File: src/rtl/vga_sync_param.sv
// Parameterised VGA timing generator.
// Free-running pixel and line counters advance on pix_ce. They drive sync, video-enable and
// first-pixel flags through one register plus SYNC_DLY pix_ce-qualified delay stages.
// Optional macro ADV7123_EN adds the ADV7123 DAC control outputs.
module vga_sync_param #(
   parameter int unsigned HVA      = 640,
   parameter int unsigned HFP      = 16,
   parameter int unsigned HSW      = 96,
   parameter int unsigned HBP      = 48,
   parameter int unsigned VVA      = 480,
   parameter int unsigned VFP      = 10,
   parameter int unsigned VSW      = 2,
   parameter int unsigned VBP      = 33,
   parameter int unsigned HPOL     = 0,
   parameter int unsigned VPOL     = 0,
   parameter int unsigned SYNC_DLY = 2,
   localparam int unsigned HTOT    = HVA + HFP + HSW + HBP,
   localparam int unsigned VTOT    = VVA + VFP + VSW + VBP,
   localparam int unsigned XW      = $clog2(HTOT),
   localparam int unsigned YW      = $clog2(VTOT)
) (
   input  logic          clk_vga,
   input  logic          rst_vga_n,
   input  logic          pix_ce,
   output logic [XW-1:0] pix_x,
   output logic [YW-1:0] pix_y,
   output logic          vga_hsync,
   output logic          vga_vsync,
   output logic          vga_video_on,
   output logic          first_pixel,
`ifdef ADV7123_EN
   output logic          adv7123_vga_blank,
   output logic          adv7123_vga_sync,
   output logic          adv7123_vga_clk,
`endif
   output logic          line_start
);

   localparam logic          HACT     = (HPOL != 0);
   localparam logic          VACT     = (VPOL != 0);
   localparam logic [XW-1:0] HMAX     = XW'(HTOT - 1);
   localparam logic [YW-1:0] VMAX     = YW'(VTOT - 1);
   localparam logic [XW-1:0] HVA_C    = XW'(HVA);
   localparam logic [YW-1:0] VVA_C    = YW'(VVA);
   localparam logic [XW-1:0] HS_START = XW'(HVA + HFP);
   localparam logic [XW-1:0] HS_END   = XW'(HVA + HFP + HSW);
   localparam logic [YW-1:0] VS_START = YW'(VVA + VFP);
   localparam logic [YW-1:0] VS_END   = YW'(VVA + VFP + VSW);
   // Stage layout: {hsync, vsync, video_on, first_pixel}; reset holds every stage inactive.
   localparam logic [3:0]    RST_VEC  = {~HACT, ~VACT, 1'b0, 1'b0};

   logic [XW-1:0] x_q, x_d;
   logic [YW-1:0] y_q, y_d;
   logic [3:0]    raw;
   logic [3:0]    pipe_q [0:SYNC_DLY];
   logic          fp_dly;

   // Next-state for the counters: x wraps at HTOT-1, y steps only on the x wrap.
   always_comb begin
      x_d = x_q;
      y_d = y_q;
      if (pix_ce) begin
         if (x_q == HMAX) begin
            x_d = '0;
            y_d = (y_q == VMAX) ? '0 : y_q + 1'b1;
         end else begin
            x_d = x_q + 1'b1;
         end
      end
   end

   // Counter state registers.
   always_ff @(posedge clk_vga or negedge rst_vga_n) begin
      if (!rst_vga_n) begin
         x_q <= '0;
         y_q <= '0;
      end else begin
         x_q <= x_d;
         y_q <= y_d;
      end
   end

   // Undelayed timing flags decoded from the current counter values.
   always_comb begin
      raw    = RST_VEC;
      raw[3] = (x_q >= HS_START && x_q < HS_END) ? HACT : ~HACT;
      raw[2] = (y_q >= VS_START && y_q < VS_END) ? VACT : ~VACT;
      raw[1] = (x_q < HVA_C) && (y_q < VVA_C);
      raw[0] = (x_q == '0) && (y_q == '0) && pix_ce;
   end

   // Output register plus SYNC_DLY delay stages, all frozen while pix_ce is low.
   always_ff @(posedge clk_vga or negedge rst_vga_n) begin
      if (!rst_vga_n) begin
         for (int unsigned i = 0; i <= SYNC_DLY; i++) pipe_q[i] <= RST_VEC;
      end else if (pix_ce) begin
         pipe_q[0] <= raw;
         for (int unsigned i = 1; i <= SYNC_DLY; i++) pipe_q[i] <= pipe_q[i-1];
      end
   end

   assign pix_x = x_q;
   assign pix_y = y_q;
   assign {vga_hsync, vga_vsync, vga_video_on, fp_dly} = pipe_q[SYNC_DLY];
   // The held first-pixel stage is only shown on a cycle that actually advances the timing.
   assign first_pixel = fp_dly & pix_ce;
   assign line_start  = (x_q == '0) & pix_ce;

`ifdef ADV7123_EN
   assign adv7123_vga_blank = vga_video_on;
   assign adv7123_vga_sync  = 1'b0;
   assign adv7123_vga_clk   = ~clk_vga;
`endif

endmodule

File: config.mk
export PLATFORM = sky130hd
export DESIGN_NAME = vga_sync_param
export DESIGN_NICKNAME = d
export VERILOG_FILES = /design/src/rtl/vga_sync_param.sv
export SDC_FILE = /design/constraint.sdc
export NUM_CORES = 1
export LEC_CHECK = 0
export BUFFER_PORTS_ARGS = -buffer_cell sky130_fd_sc_hd__buf_2
export CAP_MARGIN = 20
export CORE_MARGIN = 2
export CORE_UTILIZATION = 62
export CTS_BUF_LIST = sky130_fd_sc_hd__clkbuf_4 sky130_fd_sc_hd__clkbuf_8
export DETAILED_ROUTE_END_ITERATION = 8
export PLACE_DENSITY = 0.87
export SETUP_SLACK_MARGIN = 0.15
export SYNTH_ARGS = -nofsm -noshare
export SYNTH_HDL_FRONTEND = slang
export SYNTH_SLANG_ARGS = --single-unit
export TNS_END_PERCENT = 5
File: constraint.sdc
create_clock -name clk_vga -period 4.8 [get_ports clk_vga]
set_input_delay 1.44 -clock clk_vga [delete_from_list [all_inputs] [get_ports clk_vga]]
set_output_delay 1.44 -clock clk_vga [all_outputs]
set_load 0.005 [all_outputs]
# Word level (Yosys, flattened, before mapping)
# Index checks and enable logic that the tools add are counted.
[totals]
regBits = 32
input_bits = 3
output_inout_bits = 25
wordCells = 29
[classes]
addsub = 2
magnitude_cmp = 6
eq_ne = 2
n_mux = 4
n_bitwise = 2
n_reduce_logical = 8
[op_table]
columns = ["operator", "n"]
rows = [
  ["10-bit by 1-bit adder with 10-bit output (second input constant)", 2],
  ["10-bit equality test (second input constant)", 2],
  ["10-bit zero test", 2],
  ["10-bit less-than comparator (second input constant)", 2],
  ["10-bit by 9-bit less-than comparator with 1-bit output (second input constant)", 2],
  ["10-bit two-way mux", 2],
  ["10-bit greater-or-equal comparator (second input constant)", 1],
  ["10-bit by 9-bit greater-or-equal comparator with 1-bit output (second input constant)", 1],
  ["1-bit logical AND", 5],
  ["1-bit bitwise AND", 2],
  ["1-bit two-way mux", 2],
  ["2-bit AND reduction", 1],
]

# Longest topological paths before layout
# Gate-level depths: netlist of run 1.
[depth]
ltp_word = 3
ltp_mapped = 6
depth_no_buf = 6

# Least setup slack after synthesis of run 1
# No wires, ideal clock.
[synth_timing]
path_type = "in2out"
start = "input port pix_ce"
end = "output port first_pixel"
arrival_time_ns = 2.184
required_ns = 3.360
setup_slack_ns = 1.176
stages = 3
n_path_buf = 2
cell_sequence = "clkbuf_1 clkbuf_1 and2_1"
[synth_via]
elab_chain_cells = 1
[synth_lines]
columns = ["item", "line", "rtl"]
rows = [
  ["from (decl)", "24", "input logic pix_ce,"],
  ["1-bit bitwise AND", "106", "assign first_pixel = fp_dly & pix_ce;"],
  ["to (decl)", "30", "output logic first_pixel,"],
]
# Every way passes these cells.

# Final worst setup path of run 1
[layout_timing]
start = "input port pix_ce"
end = "output port line_start"
[layout_via]
elab_chain_cells = 1
[layout_lines]
columns = ["item", "line", "rtl"]
rows = [
  ["1-bit bitwise AND", "107", "assign line_start = (x_q == '0) & pix_ce;"],
  ["to (decl)", "36", "output logic line_start"],
]
# Every way passes these cells.

==> impl_metrics.json, run 1 <==
{
  "status": "finished clean",
  "ctsHtreeMaxLevel": 2,
  "p_per_area_nw_per_um2": 328,
  "synth-async-reset-ratio_pct": 100,
  "core_um2": 2480,
  "grt_pass1_vias": 1155,
  "start_kind": "primary input",
  "cts_tree": "done",
  "die_area_um2": 3020,
  "die_w_um": 55.0,
  "worst_slew_pin_slew_ns": 0.689,
  "clock_latency_ns": 0.34,
  "n_antenna_cell": 0,
  "cts_resized": 0,
  "ys.flop_type": "dfrtp_1",
  "syn-num-nets": 153,
  "grt_start_max_net_pins": 33,
  "end_kind": "output pin",
  "synth-seq-cells": 32,
  "worstReg2RegStart": "pix_x[0]$_DFFE_PN0P_",
  "first_pass_iters": 4,
  "numCtsBuffers": 5,
  "instances_no_fill": 205,
  "period_share_pct": 79.9,
  "fin_setup_tns_ns": 0,
  "finClkSkew_ns": 0.00535,
  "routed_wl_mm": 3.32,
  "r2r_end": "pix_y[4]$_DFFE_PN0P_",
  "cts_hold_buf": 0,
  "synth_edf_count": 0,
  "drc": 0,
  "clkTransAtPathRegs_ns": 0.09,
  "fin_crit_ns": 3.84,
  "hpwl_mm": 2.31,
  "vias": 1249,
  "drive_gt1_share_pct": 31.4,
  "place.gp.congestion": 0.784,
  "clockRootBuffer": "clkbuf_4",
  "yosys_warnings": 0,
  "area_growth_syn_to_layout_pct": 12.4,
  "rr_worst_depth": 5,
  "cap_violations": 0,
  "cp.required_ns": 3.36,
  "clkSinkCount": 32,
  "power_w": 0.000593,
  "reg2reg_slack_ns": 2.86,
  "antenna_found_initial": 0,
  "total_leakage_power_nw": 0.883,
  "numPortBuffers": 27,
  "drtIter0Drc": 30,
  "gr-usage-all-layers_pct": 25.1,
  "finalHoldViolCount": 0,
  "rsz0062_at_grt": "no",
  "irDropWorstVdd_mv": 0.410,
  "holdPathEnd": "pipe_q[9]$_DFFE_PN0P_",
  "start_util_pct": 65.0,
  "post-cts-setup-buffers": 0,
  "synthCells": 145,
  "whs_path_depth": 1,
  "yosysUniqueCellTypes": 40,
  "crit_type": "in2out",
  "routedWlPerCell_um": 16.2,
  "io_pins": 28,
  "die_h_um": 55.0,
  "grt_pass1_wl_mm": 5.21,
  "slew_headroom_pct": 54.1,
  "ys_seq_area_share_pct": 50.2,
  "finalMaxSlewViolations": 0,
  "worstPathArrival_ns": 2.40,
  "nets": 182,
  "cts_buffer_depth": 2,
  "dp.cells": 197,
  "grt_overflow_total": 0,
  "setup_viol": 0,
  "critPathMaxFanout": 20,
  "vias_per_cell": 6.09,
  "row_count": 18,
  "timing.fmax_mhz": 261,
  "syn-cell-area_um2": 1610,
  "min_from": "pipe_q[9]$_DFFE_PN0P_",
  "drtAntennaViolNets": 0,
  "min_path_type": "reg2reg",
  "avgSynthCellArea_um2": 11.1
}
per-layer routing:
metal / track usage [%] / wire (µm)
met5: 0 / 0
met4: 9.76 / 71
met3: 8.06 / 181
met2: 40.1 / 1640
met1: 31.7 / 1420
kinds of logic after synthesis:
kind of cell / after synthesis / synth area share, %
compound gates: 21 / 8.94
xor+xnor: 10 / 5.44
fa+ha+maj: 5 / 3.89
buf+inv: 12 / 3.73
flops: 32 / 50.2
mux: 9 / 6.22
simple gates: 56 / 21.6
per-stage QoR:
stage / area (µm²) / hold WS (ns) / util [%] / worst slack (ns)
after CTS: 1810 / 0.514 / 73.1 / 0.989
final: 1810 / 0.515 / 73.1 / 0.964
after global placement: 1750 / 0.480 / 70.6 / 1.06
after global routing: 1810 / 0.532 / 73.1 / 0.905
after detailed placement: 1750 / 0.492 / 70.6 / 1.00
after floorplan: 1610 / 0.458 / - / 1.18
area by class of cell:
cell class                 instances  area, µm²
sequential                        32        808
multi-input combinational        101        742
fill                             176        667
timing repair buffer              27        135
clock buffer                       6       51.3
tap                               30       37.5
inverter                           7       26.3
clock inverter                     2       10.0
cell usage after synthesis, types with 2 or more instances:
cell,number,area [µm²]
a21o_1,2,15.0
a21o_2,2,17.5
a21oi_1,2,10.0
and3_1,4,25.0
buf_4,2,15.0
clkbuf_1,2,7.51
dfrtp_1,26,651
dfstp_2,6,158
ha_1,5,62.6
inv_1,7,26.3
mux2_2,8,90.1
nand2_1,9,33.8
nand3_1,11,55.1
nand4_1,3,18.8
nor2_1,8,30.0
nor3_1,4,20.0
nor4_1,4,25.0
nor4b_1,2,17.5
o21ai_0,8,40.0
o311ai_0,2,17.5
xnor2_1,5,43.8
xor2_1,5,43.8
worst max-delay path by stage:
| stage | startpoint | endpoint | slack (ns) | depth (start not counted) |
|---|---|---|---|---|
| global placement | pix_ce | line_start | 1.06 | 5 |
| detailed placement | pix_ce | line_start | 1.00 | 5 |
| floorplan | pix_ce | first_pixel | 1.18 | 3 |
| global route | pix_ce | line_start | 0.90 | 5 |
| CTS | pix_ce | line_start | 0.99 | 5 |
| finish | pix_ce | line_start | 0.96 | 5 |
cell usage in the layout, fill, tap and decap left out, drive strengths merged, types with 2 or more instances in the layout:
| cell type | synthesis | final |
|---|---|---|
| inv | 7 | 7 |
| nand2 | 9 | 9 |
| nor2 | 8 | 8 |
| o311ai | 2 | 2 |
| a21o | 4 | 4 |
| clkinv | 0 | 2 |
| o21ai | 8 | 8 |
| nor4b | 2 | 2 |
| clkbuf | 2 | 6 |
| a21oi | 2 | 2 |
| xnor2 | 5 | 5 |
| nand3 | 11 | 11 |
| or3 | 2 | 2 |
| nor3 | 5 | 5 |
| and3 | 4 | 4 |
| xor2 | 5 | 5 |
| ha | 5 | 5 |
| buf | 3 | 27 |
| nand4 | 3 | 3 |
| mux2 | 8 | 8 |
| dfrtp | 26 | 26 |
| nor4 | 5 | 5 |
| dfstp | 6 | 6 |
worst max-delay path: stages:
cell    delay, ns
buf_2        0.31
inv_1        0.17
nor2_1       0.16
and3_1       0.20
buf_2        0.12
registers in the layout, indices dropped and copies added (netlist names):
signal	flops
fp_dly	1
pipe_q	8
pix_x	10
pix_y	10
vga_hsync	1
vga_video_on	1
vga_vsync	1
power by group:
part	switching, W	internal [W]	total (W)	leakage [nW]
Combinational	0.0000471	0.0000467	0.0000939	0.449
Clock	0.0000935	0.0000696	0.000163	0.0380
Sequential	0.0000425	0.000294	0.000336	0.396
No activity file was read; power rests on OpenSTA's default activity.
==> run 2, diff against run 1 <==
CORE_UTILIZATION = 57   (was 62)
PLACE_DENSITY = 0.81   (was 0.87)
clock period = 3.9 ns   (was 4.8 ns; I/O delays follow)
==> run 2 against run 1 <==
Final cell count is 0.98% higher; first-iteration DRC count is 140% higher; sequential share of layout area is 0.49 points lower; non-clock buffer count is 1 higher; critical endpoint unchanged; clock power is 32% higher; total power is 26% higher; flip-flop and latch count stayed put; register-to-register slack worse by 0.89 ns; highest routed layer unchanged; critical path type unchanged; sequential power is 23% higher; core utilization is 5.5 points lower.
==> impl_metrics.json, run 2 (same netlist as run 1, synthesis figures left out) <==
{
  "grt_pass1_wl_mm": 5.53,
  "end_kind": "output pin",
  "grt_pass1_vias": 1175,
  "die_area_um2": 3270,
  "status": "finished clean",
  "die_w_um": 57.2,
  "antenna_found_initial": 0,
  "rsz0062_at_grt": "no",
  "drtIter0Drc": 71,
  "power.share.switching_pct": 28.6,
  "start_kind": "primary input",
  "io_pins": 28,
  "row_count": 19,
  "r2r_end": "pix_y[4]$_DFFE_PN0P_",
  "critPathMaxFanout": 5,
  "setup_viol": 0,
  "layout_common_cells": "buf_2, dfrtp_1, nand3_1",
  "hpwl_mm": 2.27,
  "nets": 183,
  "fin_setup_tns_ns": 0,
  "mostFrequentLayoutCell": "buf_2",
  "routedWlPerCell_um": 15.2,
  "cp-startpoint": "pix_ce",
  "finalHoldViolCount": 0,
  "ctsHtreeMaxLevel": 2,
  "slew_headroom_pct": 55.0,
  "clock_latency_ns": 0.32,
  "finClkSkew_ns": 0.0123,
  "clockRootBuffer": "clkbuf_4",
  "vias_per_cell": 5.85,
  "whs_path_depth": 2,
  "numPortBuffers": 27,
  "n_antenna_cell": 0,
  "start_util_pct": 59.4,
  "crit_type": "in2out",
  "netSwitchingPower_w": 0.000214,
  "cts_resized": 0,
  "vias": 1211,
  "finalMaxSlewViolations": 0,
  "core_um2": 2710,
  "worst_slew_pin_slew_ns": 0.675,
  "internal_power_w": 0.000533,
  "power_w": 0.000747,
  "period_share_pct": 75.9,
  "area_growth_syn_to_layout_pct": 13.7,
  "routed_wl_mm": 3.15,
  "grt_overflow_total": 0,
  "numCtsBuffers": 5,
  "cap_violations": 0,
  "drive_gt1_share_pct": 31.8,
  "drtAntennaViolNets": 0,
  "gr-usage-all-layers_pct": 22.1,
  "post-cts-setup-buffers": 0,
  "worstPathArrival_ns": 1.79,
  "cts_hold_buf": 0,
  "drc": 0,
  "place.gp.congestion": 0.871,
  "min_from": "pipe_q[10]$_DFFE_PN1P_",
  "fillers": 221,
  "reg2reg_slack_ns": 1.97,
  "p_comb_share_pct": 15.8,
  "min_path_type": "reg2reg",
  "holdPathEnd": "pipe_q[10]$_DFFE_PN1P_",
  "clkSinkCount": 32,
  "total_leakage_power_nw": 0.892,
  "clkTransAtPathRegs_ns": 0.09,
  "rr_worst_depth": 5,
  "cts_buffer_depth": 2,
  "fin_crit_ns": 2.96,
  "utilization_pct": 67.5,
  "die_h_um": 57.2,
  "cts_tree": "done",
  "clockPowerShare_pct": 28.8,
  "first_pass_iters": 4,
  "p_per_area_nw_per_um2": 408,
  "timing.fmax_mhz": 338,
  "cp.required_ns": 2.73,
  "seqPwrFrac_pct": 55.4,
  "worstReg2RegStart": "pix_x[0]$_DFFE_PN0P_",
  "irDropWorstVdd_mv": 0.398,
  "grt_start_max_net_pins": 33
}
-- run 2: changes by cell type in the layout (fill, tap and decap cells not counted), sizes merged --
cell	before	now
buf	27	28
clkbuf	6	8
clkinv	2	0
-- run 2: area by class of cell --
cell class / instances / area (µm²) / share of cell area [%]
clock buffers: 8 / 72.6 / 3.96
inverters: 7 / 26.3 / 1.44
multi-input cells: 101 / 742 / 40.5
flip-flops and latches: 32 / 808 / 44.2
well taps: 31 / 38.8 / 2.12
repair buffers: 28 / 143 / 7.79
-- run 2: worst max-delay path by stage --
stage | slack (ns) | to | cells after the start
floorplan | 0.82 | first_pixel | 3
global placement | 0.97 | line_start | 5
detailed placement | 0.94 | line_start | 5
CTS | 0.94 | line_start | 5
global route | 0.85 | line_start | 5
finish | 0.94 | line_start | 5
-- run 2: per-layer routing --
layer	part of all wire (%)	GRT usage [%]	wire length, µm
met2	48	32.8	1520
met1	46	31.5	1440
met3	4.7	4.76	147
met4	1.0	9.97	33
met5	0	0	0
-- run 2: power by group through the flow --
stage	clock network, W	registers, W	logic (W)
floorplan	0	0.000403	0.0000808
global placement	0	0.000416	0.000114
detailed placement	0	0.000418	0.000119
CTS	0.000225	0.000412	0.000120
global route	0.000240	0.000420	0.000135
finish	0.000215	0.000414	0.000118
-- run 2: worst max-delay path, cell delays in order --
cell    delay [ns]
buf_2         0.09
inv_1         0.09
nor2_1        0.12
and3_1        0.19
buf_2         0.12
-- run 2: metrics by stage --
step                      hold WS (ns)  instance area (µm²)  setup WS [ns]  cells
after detailed placement         0.490                 1760          0.943    199
after CTS                        0.503                 1830          0.943    207
after global placement           0.478                 1760          0.973    199
final                            0.499                 1830          0.941    207
after floorplan                  0.458                 1610          0.816    145
after global routing             0.549                 1830          0.847    207
